$ cat src/rtl/memoria_dados_param_pkg.sv
// Shared types and helpers for the parametrised data memory.
// Holds the controller state encoding and the byte-lane write merge.
package mem_pkg;

  typedef enum logic [0:0] {
    CLEAR = 1'b0,
    RUN   = 1'b1
  } state_e;

  localparam int unsigned DATA_W_DFLT = 32;
  localparam int unsigned BE_W        = DATA_W_DFLT / 8;

  // One byte lane of a masked write: take the new byte only when its enable is set.
  function automatic logic [7:0] byte_merge(input logic [7:0] old_byte,
                                            input logic [7:0] new_byte,
                                            input logic       en);
    logic [7:0] res;
    if (en) begin
      res = new_byte;
    end else begin
      res = old_byte;
    end
    return res;
  endfunction

endpackage

$ cat src/rtl/memoria_dados_param_pipe_atraso.sv
// Response delay line: carries {valid, err, data} through STAGES registers.
// Reset empties the line so in-flight responses are dropped.
module pipe_atraso #(
  parameter int unsigned W      = 32,
  parameter int unsigned STAGES = 1
) (
  input  logic         clock,
  input  logic         reset,
  input  logic         in_valid,
  input  logic         in_err,
  input  logic [W-1:0] in_data,
  output logic         out_valid,
  output logic         out_err,
  output logic [W-1:0] out_data
);

  localparam int NS = int'(STAGES);

  logic [W+1:0] stage_q [NS];
  logic [W+1:0] stage_d [NS];

  // Shift: stage 0 takes the new entry, each later stage takes its predecessor.
  always_comb begin
    stage_d[0] = {in_valid, in_err, in_data};
    for (int s = 1; s < NS; s++) begin
      stage_d[s] = stage_q[s-1];
    end
  end

  // Delay registers, emptied by reset.
  always_ff @(posedge clock or negedge reset) begin
    if (!reset) begin
      for (int s = 0; s < NS; s++) begin
        stage_q[s] <= '0;
      end
    end else begin
      for (int s = 0; s < NS; s++) begin
        stage_q[s] <= stage_d[s];
      end
    end
  end

  assign {out_valid, out_err, out_data} = stage_q[NS-1];

endmodule

$ cat src/rtl/memoria_dados_param.sv
// Word-addressed data memory with byte-enable writes, fixed read latency,
// range checking and a hardware zeroing sweep after reset or on request.
module memoria_dados_param
  import mem_pkg::*;
#(
  parameter int unsigned DATA_W   = 32,
  parameter int unsigned DEPTH    = 32,
  parameter int unsigned ADDR_W   = 5,
  parameter int unsigned READ_LAT = 1
) (
  input  logic                    clock,
  input  logic                    reset,
  input  logic                    clear_req,
  input  logic                    req_valid,
  output logic                    req_ready,
  input  logic                    req_we,
  input  logic [ADDR_W-1:0]       req_addr,
  input  logic [DATA_W-1:0]       req_wdata,
  input  logic [DATA_W/8-1:0]     req_be,
  output logic                    rsp_valid,
  output logic [DATA_W-1:0]       rsp_rdata,
  output logic                    rsp_err,
  output logic                    busy,
  output logic [DATA_W*DEPTH-1:0] dump_out
);

  localparam int                NBE      = int'(DATA_W / 8);
  localparam int                DEPTH_I  = int'(DEPTH);
  localparam logic [ADDR_W-1:0] LAST_IDX = ADDR_W'(DEPTH - 1);
  localparam logic [ADDR_W:0]   DEPTH_L  = (ADDR_W+1)'(DEPTH);

  state_e                  state_q, state_d;
  logic [ADDR_W-1:0]       clr_cnt_q, clr_cnt_d;
  logic [DATA_W-1:0]       mem_q [DEPTH_I];
  logic [DATA_W-1:0]       mem_d [DEPTH_I];
  logic [DATA_W*DEPTH-1:0] dump_q, dump_d;

  logic              busy_s, ready_s, accept_s, in_range_s;
  logic              pipe_err_s;
  logic [DATA_W-1:0] rd_word_s, wr_word_s, pipe_data_s;

  // Controller state register.
  always_ff @(posedge clock or negedge reset) begin
    if (!reset) begin
      state_q   <= CLEAR;
      clr_cnt_q <= '0;
    end else begin
      state_q   <= state_d;
      clr_cnt_q <= clr_cnt_d;
    end
  end

  // Next state: the sweep leaves CLEAR on the same edge as its last write.
  always_comb begin
    state_d   = state_q;
    clr_cnt_d = clr_cnt_q;
    case (state_q)
      CLEAR: begin
        if (clr_cnt_q == LAST_IDX) begin
          state_d   = RUN;
          clr_cnt_d = '0;
        end else begin
          clr_cnt_d = clr_cnt_q + ADDR_W'(1);
        end
      end
      RUN: begin
        if (clear_req) begin
          state_d   = CLEAR;
          clr_cnt_d = '0;
        end else begin
          state_d = RUN;
        end
      end
      default: begin
        state_d   = CLEAR;
        clr_cnt_d = '0;
      end
    endcase
  end

  // Controller outputs; a pending clear_req blocks acceptance in the same cycle.
  always_comb begin
    case (state_q)
      RUN: begin
        busy_s  = 1'b0;
        ready_s = !clear_req;
      end
      default: begin
        busy_s  = 1'b1;
        ready_s = 1'b0;
      end
    endcase
  end

  // Request decode, array read before the edge, and the byte-merged write word.
  always_comb begin
    accept_s   = req_valid && ready_s;
    in_range_s = ({1'b0, req_addr} < DEPTH_L);
    if (in_range_s) begin
      rd_word_s = mem_q[req_addr];
    end else begin
      rd_word_s = '0;
    end
    for (int k = 0; k < NBE; k++) begin
      wr_word_s[8*k +: 8] = byte_merge(rd_word_s[8*k +: 8], req_wdata[8*k +: 8], req_be[k]);
    end
    if (accept_s && !req_we) begin
      pipe_data_s = rd_word_s;
    end else begin
      pipe_data_s = '0;
    end
    pipe_err_s = accept_s && !in_range_s;
  end

  // Array next value: sweep writes take priority; out-of-range writes are dropped.
  always_comb begin
    mem_d = mem_q;
    if (state_q == CLEAR) begin
      mem_d[clr_cnt_q] = '0;
    end else if (accept_s && req_we && in_range_s) begin
      mem_d[req_addr] = wr_word_s;
    end else begin
      mem_d = mem_q;
    end
  end

  // Storage array; contents are zeroed by the sweep rather than by reset.
  always_ff @(posedge clock) begin
    mem_q <= mem_d;
  end

  // Flattened view of the array for observation.
  always_comb begin
    dump_d = '0;
    for (int j = 0; j < DEPTH_I; j++) begin
      dump_d[DATA_W*j +: DATA_W] = mem_q[j];
    end
  end

  // Registered copy of the array, one cycle behind it.
  always_ff @(posedge clock or negedge reset) begin
    if (!reset) begin
      dump_q <= '0;
    end else begin
      dump_q <= dump_d;
    end
  end

  pipe_atraso #(
    .W      (DATA_W),
    .STAGES (READ_LAT)
  ) u_pipe (
    .clock     (clock),
    .reset     (reset),
    .in_valid  (accept_s),
    .in_err    (pipe_err_s),
    .in_data   (pipe_data_s),
    .out_valid (rsp_valid),
    .out_err   (rsp_err),
    .out_data  (rsp_rdata)
  );

  assign busy      = busy_s;
  assign req_ready = ready_s;
  assign dump_out  = dump_q;

endmodule

$ cat config.mk
export PLATFORM = sky130hd
export DESIGN_NAME = memoria_dados_param
export DESIGN_NICKNAME = d
export VERILOG_FILES = /design/src/rtl/memoria_dados_param_pkg.sv /design/src/rtl/memoria_dados_param_pipe_atraso.sv /design/src/rtl/memoria_dados_param.sv
export SDC_FILE = /design/constraint.sdc
export NUM_CORES = 2
export LEC_CHECK = 0
export CORE_MARGIN = 8
export CORE_UTILIZATION = 35
export DETAILED_ROUTE_END_ITERATION = 10
export DONT_BUFFER_PORTS = 1
export PLACE_DENSITY = 0.56
export SLEW_MARGIN = 20
export SYNTH_ARGS = -nofsm -noshare
export SYNTH_HDL_FRONTEND = slang
export SYNTH_SLANG_ARGS = --single-unit
$ cat constraint.sdc
create_clock -name clock -period 5.3 [get_ports clock]
set_clock_uncertainty 0.2 [all_clocks]
set_input_delay 1.59 -clock clock [delete_from_list [all_inputs] [get_ports clock]]
set_output_delay 1.59 -clock clock [all_outputs]
set_load 0.01 [all_outputs]
# Word level (Yosys, flattened, before mapping)
# Index checks and enable logic that the tools add are counted.
# totals
elab_cells	79
output_inout_bits	1060
inputBits	46
reg_bits	2087
# classes
bitwise_logic	5
muxes	23
n_addsub	1
reduce_logical	7
n_eq_ne	3
magnitude_cmp	4
# ops
operator	n
$mux 1024	2
$and 1024x1024->1024	1
$bwmux 1024	1
$not 1024->1024	1
$demux 32 s5	2
$bmux 32 s5	1
$mux 32	5
$mux 8	4
$ge 6x6->1 const B	2
$lt 6x1->1 const B	2
$not 5->6	2
$mux 5	2
$pmux 5 s2	1
$add 5x1->5 const B	1
$eq 5x5->1 const B	1
$logic_and 1x1->1	5
$mux 1	4
$logic_not 1->1	2
$ne 2x1->1 const B	1
$ne 2x2->1 const B	1
$pmux 1 s2	1
$not 1->1	1

# Depth between registers and ports, before layout
# depth
word_depth	8
depth_mapped	10
ltp_nobuf	5

# By module
# From an unflattened synthesis, not the netlist that was laid out.
# unflattened
cells_unflattened	4649
area_unflattened_um2	78485.3
# by_module_without_submodules
module	instances	cells_per_inst	seq_area_each_um2	area_per_inst_um2
memoria_dados_param	1	4615	56524.2	77634.5
pipe_atraso	1	34	850.8	850.8

# Least setup slack after synthesis
# Ideal clock, no wire load.
# synth_path
path_kind	in2reg
from	in req_addr[0]
to	reg mem_q (netlist bit dump_d[800]), enable pin
stages	7
setup_slack_ns	-0.271
path_buffers	4
required_ns	4.634
setup_ns	0.466
arrival_time_ns	4.905
path_cell_list	clkbuf_1 > buf_2 > buf_2 > buf_2 > nor2b_1 > nand2_1 > o21ai_0
# synth_lines
item	line_no	text
start: declaration	memoria_dados_param.sv:17	input logic [ADDR_W-1:0] req_addr,
end signal: assignment	memoria_dados_param.sv:129	mem_q <= mem_d;
end: declaration	memoria_dados_param.sv:34	logic [DATA_W-1:0] mem_q [DEPTH_I];

==> impl_metrics.py <==
metrics = {
    "outcome": {
        "status": "complete, but fails checks",
        "violations": "negative setup slack",
    },
    "power_and_ir_drop": {
        "power_leakage_nw": 38.5,
        "power_frac_comb_pct": 20.0,
        "power.switching_w": 0.0231,
        "peakVddDrop_uv": 404,
        "p_per_area_nw_per_um2": 671,
        "swShare_pct": 37.5,
        "p_clk_share_pct": 26.1,
        "total_power_w": 0.0615,
        "p_seq_share_pct": 53.9,
        "p_int_w": 0.0384,
    },
    "setup_path": {
        "worst_setup_path_end_kind": "flop",
        "cp-startpoint": "req_addr[0]",
        "start_kind": "input pin",
        "required_ns": 5.72,
        "rrSetupSlack_ns": 0.88,
        "cp_common_cell": "buf_16",
        "crit_path_cell_trace": "buf_16 -> buf_16 -> mux2i_1 -> o22ai_1 -> nor4_1 -> a31oi_4 -> buf_4 -> a22o_1",
        "path_class": "input pin to flop",
        "max_stage_delay_ns": 0.71,
        "reg2regPathDepth": 5,
        "reg2reg_from": "state_q",
        "slowest_stage": "mux2i_1",
        "reg2reg_to": "dump_d[747]",
        "critical_path_arrival_ns": 5.73,
        "cp-endpoint": "dump_d[958]",
        "path_max_fanout": 128,
    },
    "yosys": {
        "syn-num-nets": 4700,
        "yosys_warnings": 0,
        "ys_types": 42,
        "netlist_area_um2": 78300,
        "ys_ff_latch": 2087,
        "synthCells": 4649,
        "avgSynthCellArea_um2": 16.8,
        "yosys.area.top_type_share_pct": 39.3,
        "synth_area_leader_cell": "edfxtp_1",
        "synth_area_leaders": "edfxtp_1 (39%), dfrtp_1 (34%), a22o_1 (11%)",
        "synth-seq-area-share_pct": 73.2,
    },
    "sta": {
        "period_share_pct": 100,
        "setup_ws_ns": -0.0181,
        "setup_tns_ns": -0.0925,
        "slew_viol_final": 0,
        "worstMarginPinSlew_ns": 1.25,
        "slew_headroom_pct": 16.5,
        "setup_viol": 10,
        "fmax_mhz": 188,
        "fin_crit_ns": 5.32,
        "hold_viol": 0,
        "rsz0062_at_grt": "no",
    },
    "clock_tree": {
        "hold_buffers": 0,
        "cts_resized": 0,
        "numCtsBuffers": 218,
        "postCtsSetupBuffers": 0,
        "cts.clk_slew.worst_paths_ns": 0.06,
        "cts_sinks": 2087,
        "clock_path_buffers": 3,
        "clkLatencyLatePin_ns": 0.91,
        "cts_tree": "built",
        "htree_levels": 4,
        "cts-root-buf": "clkbuf_16",
    },
    "global_routing": {
        "grtUsageTotal_pct": 32.0,
        "overflow": 0,
        "grt_max_degree": 518,
        "grt_antenna_before_repair": 57,
        "grt_pass1_wl_mm": 510,
        "grt_pass1_vias": 47900,
    },
    "layout": {
        "layout_commonest_cell": "dfrtp_1",
        "nets": 4839,
        "mostFrequentLayoutCells": "dfrtp_1 (1062), a22o_1 (1027), edfxtp_1 (1024)",
        "syn_to_final_growth_pct": 17.0,
        "drive_gt1_share_pct": 18.6,
    },
    "die": {
        "die_y_um": 489,
        "initial_core_util_pct": 35.2,
        "die_w_um": 489,
        "core_um2": 222000,
        "fp-row-count": 173,
        "pin_count": 1106,
        "floorplan.die_area_um2": 239000,
    },
    "routing": {
        "num_vias": 50300,
        "drtIter0Drc": 7089,
        "wirelength_mm": 398,
        "firstDrtPassIters": 8,
        "postRouteAntennaNets": 0,
        "wl_per_cell_um": 49.8,
        "drc": 0,
        "viasPerCell": 6.30,
    },
    "placed_design": {
        "dp_hpwl_mm": 281,
        "io_buffers": 0,
        "gp_congestion": 0.913,
    },
    "hold_path": {
        "min_path_type": "flop to flop",
    },
    "flow_run": {
        "cap_violations": 0,
    },
}
==> through the flow <==
stage | hold slack, ns | worst slack, ns | cell area, um2 | util [%] | cells
2_1_floorplan | 0.176 | -0.271 | 78300 | - | 4649
3_3_place_gp | 0.191 | 0.192 | 83700 | 37.7 | 7534
3_5_place_dp | 0.189 | 0.189 | 83800 | 37.7 | 7536
4_1_cts | 0.152 | 0.500 | 91400 | 41.1 | 7954
5_1_grt | 0.176 | 0.0186 | 91600 | 41.2 | 7978
6_report | 0.187 | -0.0181 | 91600 | 41.2 | 7992
==> power by group through the flow <==
| stage | registers, W | logic, W | clock network [W] |
|---|---|---|---|
| 2_1_floorplan | 0.0290 | 0.00661 | 0 |
| 5_1_grt | 0.0337 | 0.0125 | 0.0169 |
| 4_1_cts | 0.0331 | 0.0119 | 0.0163 |
| 6_report | 0.0331 | 0.0123 | 0.0161 |
| 3_3_place_gp | 0.0333 | 0.0117 | 0 |
| 3_5_place_dp | 0.0333 | 0.0119 | 0 |
==> synth_stat cells <==
cell and count:
o31ai_1 1, nand3_1 4, conb_1 1, ha_1 5, inv_1 9, or4_1 1
o21ai_0 32, and2_1 1, nand4bb_1 6, nor4_1 4, nor2b_1 7, edfxtp_1 1024
or4b_1 4, o22ai_1 236, buf_6 78, buf_1 2, clkbuf_1 234, and3_1 2
nand4b_1 4, a31oi_4 30, or3b_2 2, a22o_1 1027, a21o_1 1, nand2_1 8
xnor2_1 1, o22ai_2 20, or3_1 1, nor4_2 60, a31oi_2 2, nor2_1 72
nand2b_1 1, xor2_1 1, a31oi_1 16, nand4_1 1, a21oi_1 48, and2_0 1
buf_2 105, dfrtp_1 1063, mux2i_1 512, buf_4 18, nand3b_1 3, a32o_1 1
==> cell type report <==
class | instances | area (um2)
Antenna cell | 31 | 77.6
Clock inverter | 105 | 1290
Clock buffer | 313 | 6280
Sequential cell | 2087 | 57400
Inverter | 9 | 33.8
Multi-Input combinational cell | 2116 | 19200
Timing Repair Buffer | 356 | 3720
Tap cell | 2975 | 3720
Fill cell | 20000 | 131000
==> registers in the layout, indices dropped and copies added (netlist names) <==
register and count:
dump_d 1024, state_q 1, u_pipe.stage_q 33, clr_cnt_q 5, dump_out 1024
==> cells by family (layout without fill, tap and decap cells) <==
kind of cell | after synthesis | count (layout) | synth area share, %
AOI/OAI and AO/OA | 1414 | 1414 | 15.2
xor gates and xnor gates | 2 | 2 | 0.0224
other | 1 | 32 | 0.00479
and+or+nand+nor | 182 | 182 | 1.75
muxes | 512 | 512 | 6.55
buffers and inverters | 446 | 783 | 3.14
DFF | 2087 | 2087 | 73.2
adders and majority gates | 5 | 5 | 0.0799
==> worst min path at each step <==
stage / startpoint / end / depth (start not counted)
floorplan: dump_d[0] / dump_out[0] / 0
global placement: dump_d[82] / dump_out[82] / 0
detailed placement: dump_d[12] / dump_out[12] / 0
CTS: reset / dump_out[467] / 0
global route: reset / dump_out[467] / 0
finish: dump_d[96] / dump_out[96] / 0
==> metal layers <==
metal,vias to the layer above,GRT usage [%],wire (um)
li1,18600,-,-
met5,-,0,96
met4,14,15.5,23300
met1,27100,41.0,150000
met2,3896,48.0,175000
met3,636,12.0,49600
==> worst max-delay path: cells and delay by family <==
family	cells	cell delay [ns]
buffers and inverters	3	1.52
and+or+nand+nor	1	0.67
AOI/OAI and AO/OA	3	0.77
muxes	1	0.71
(Power assumes the default switching activity.)
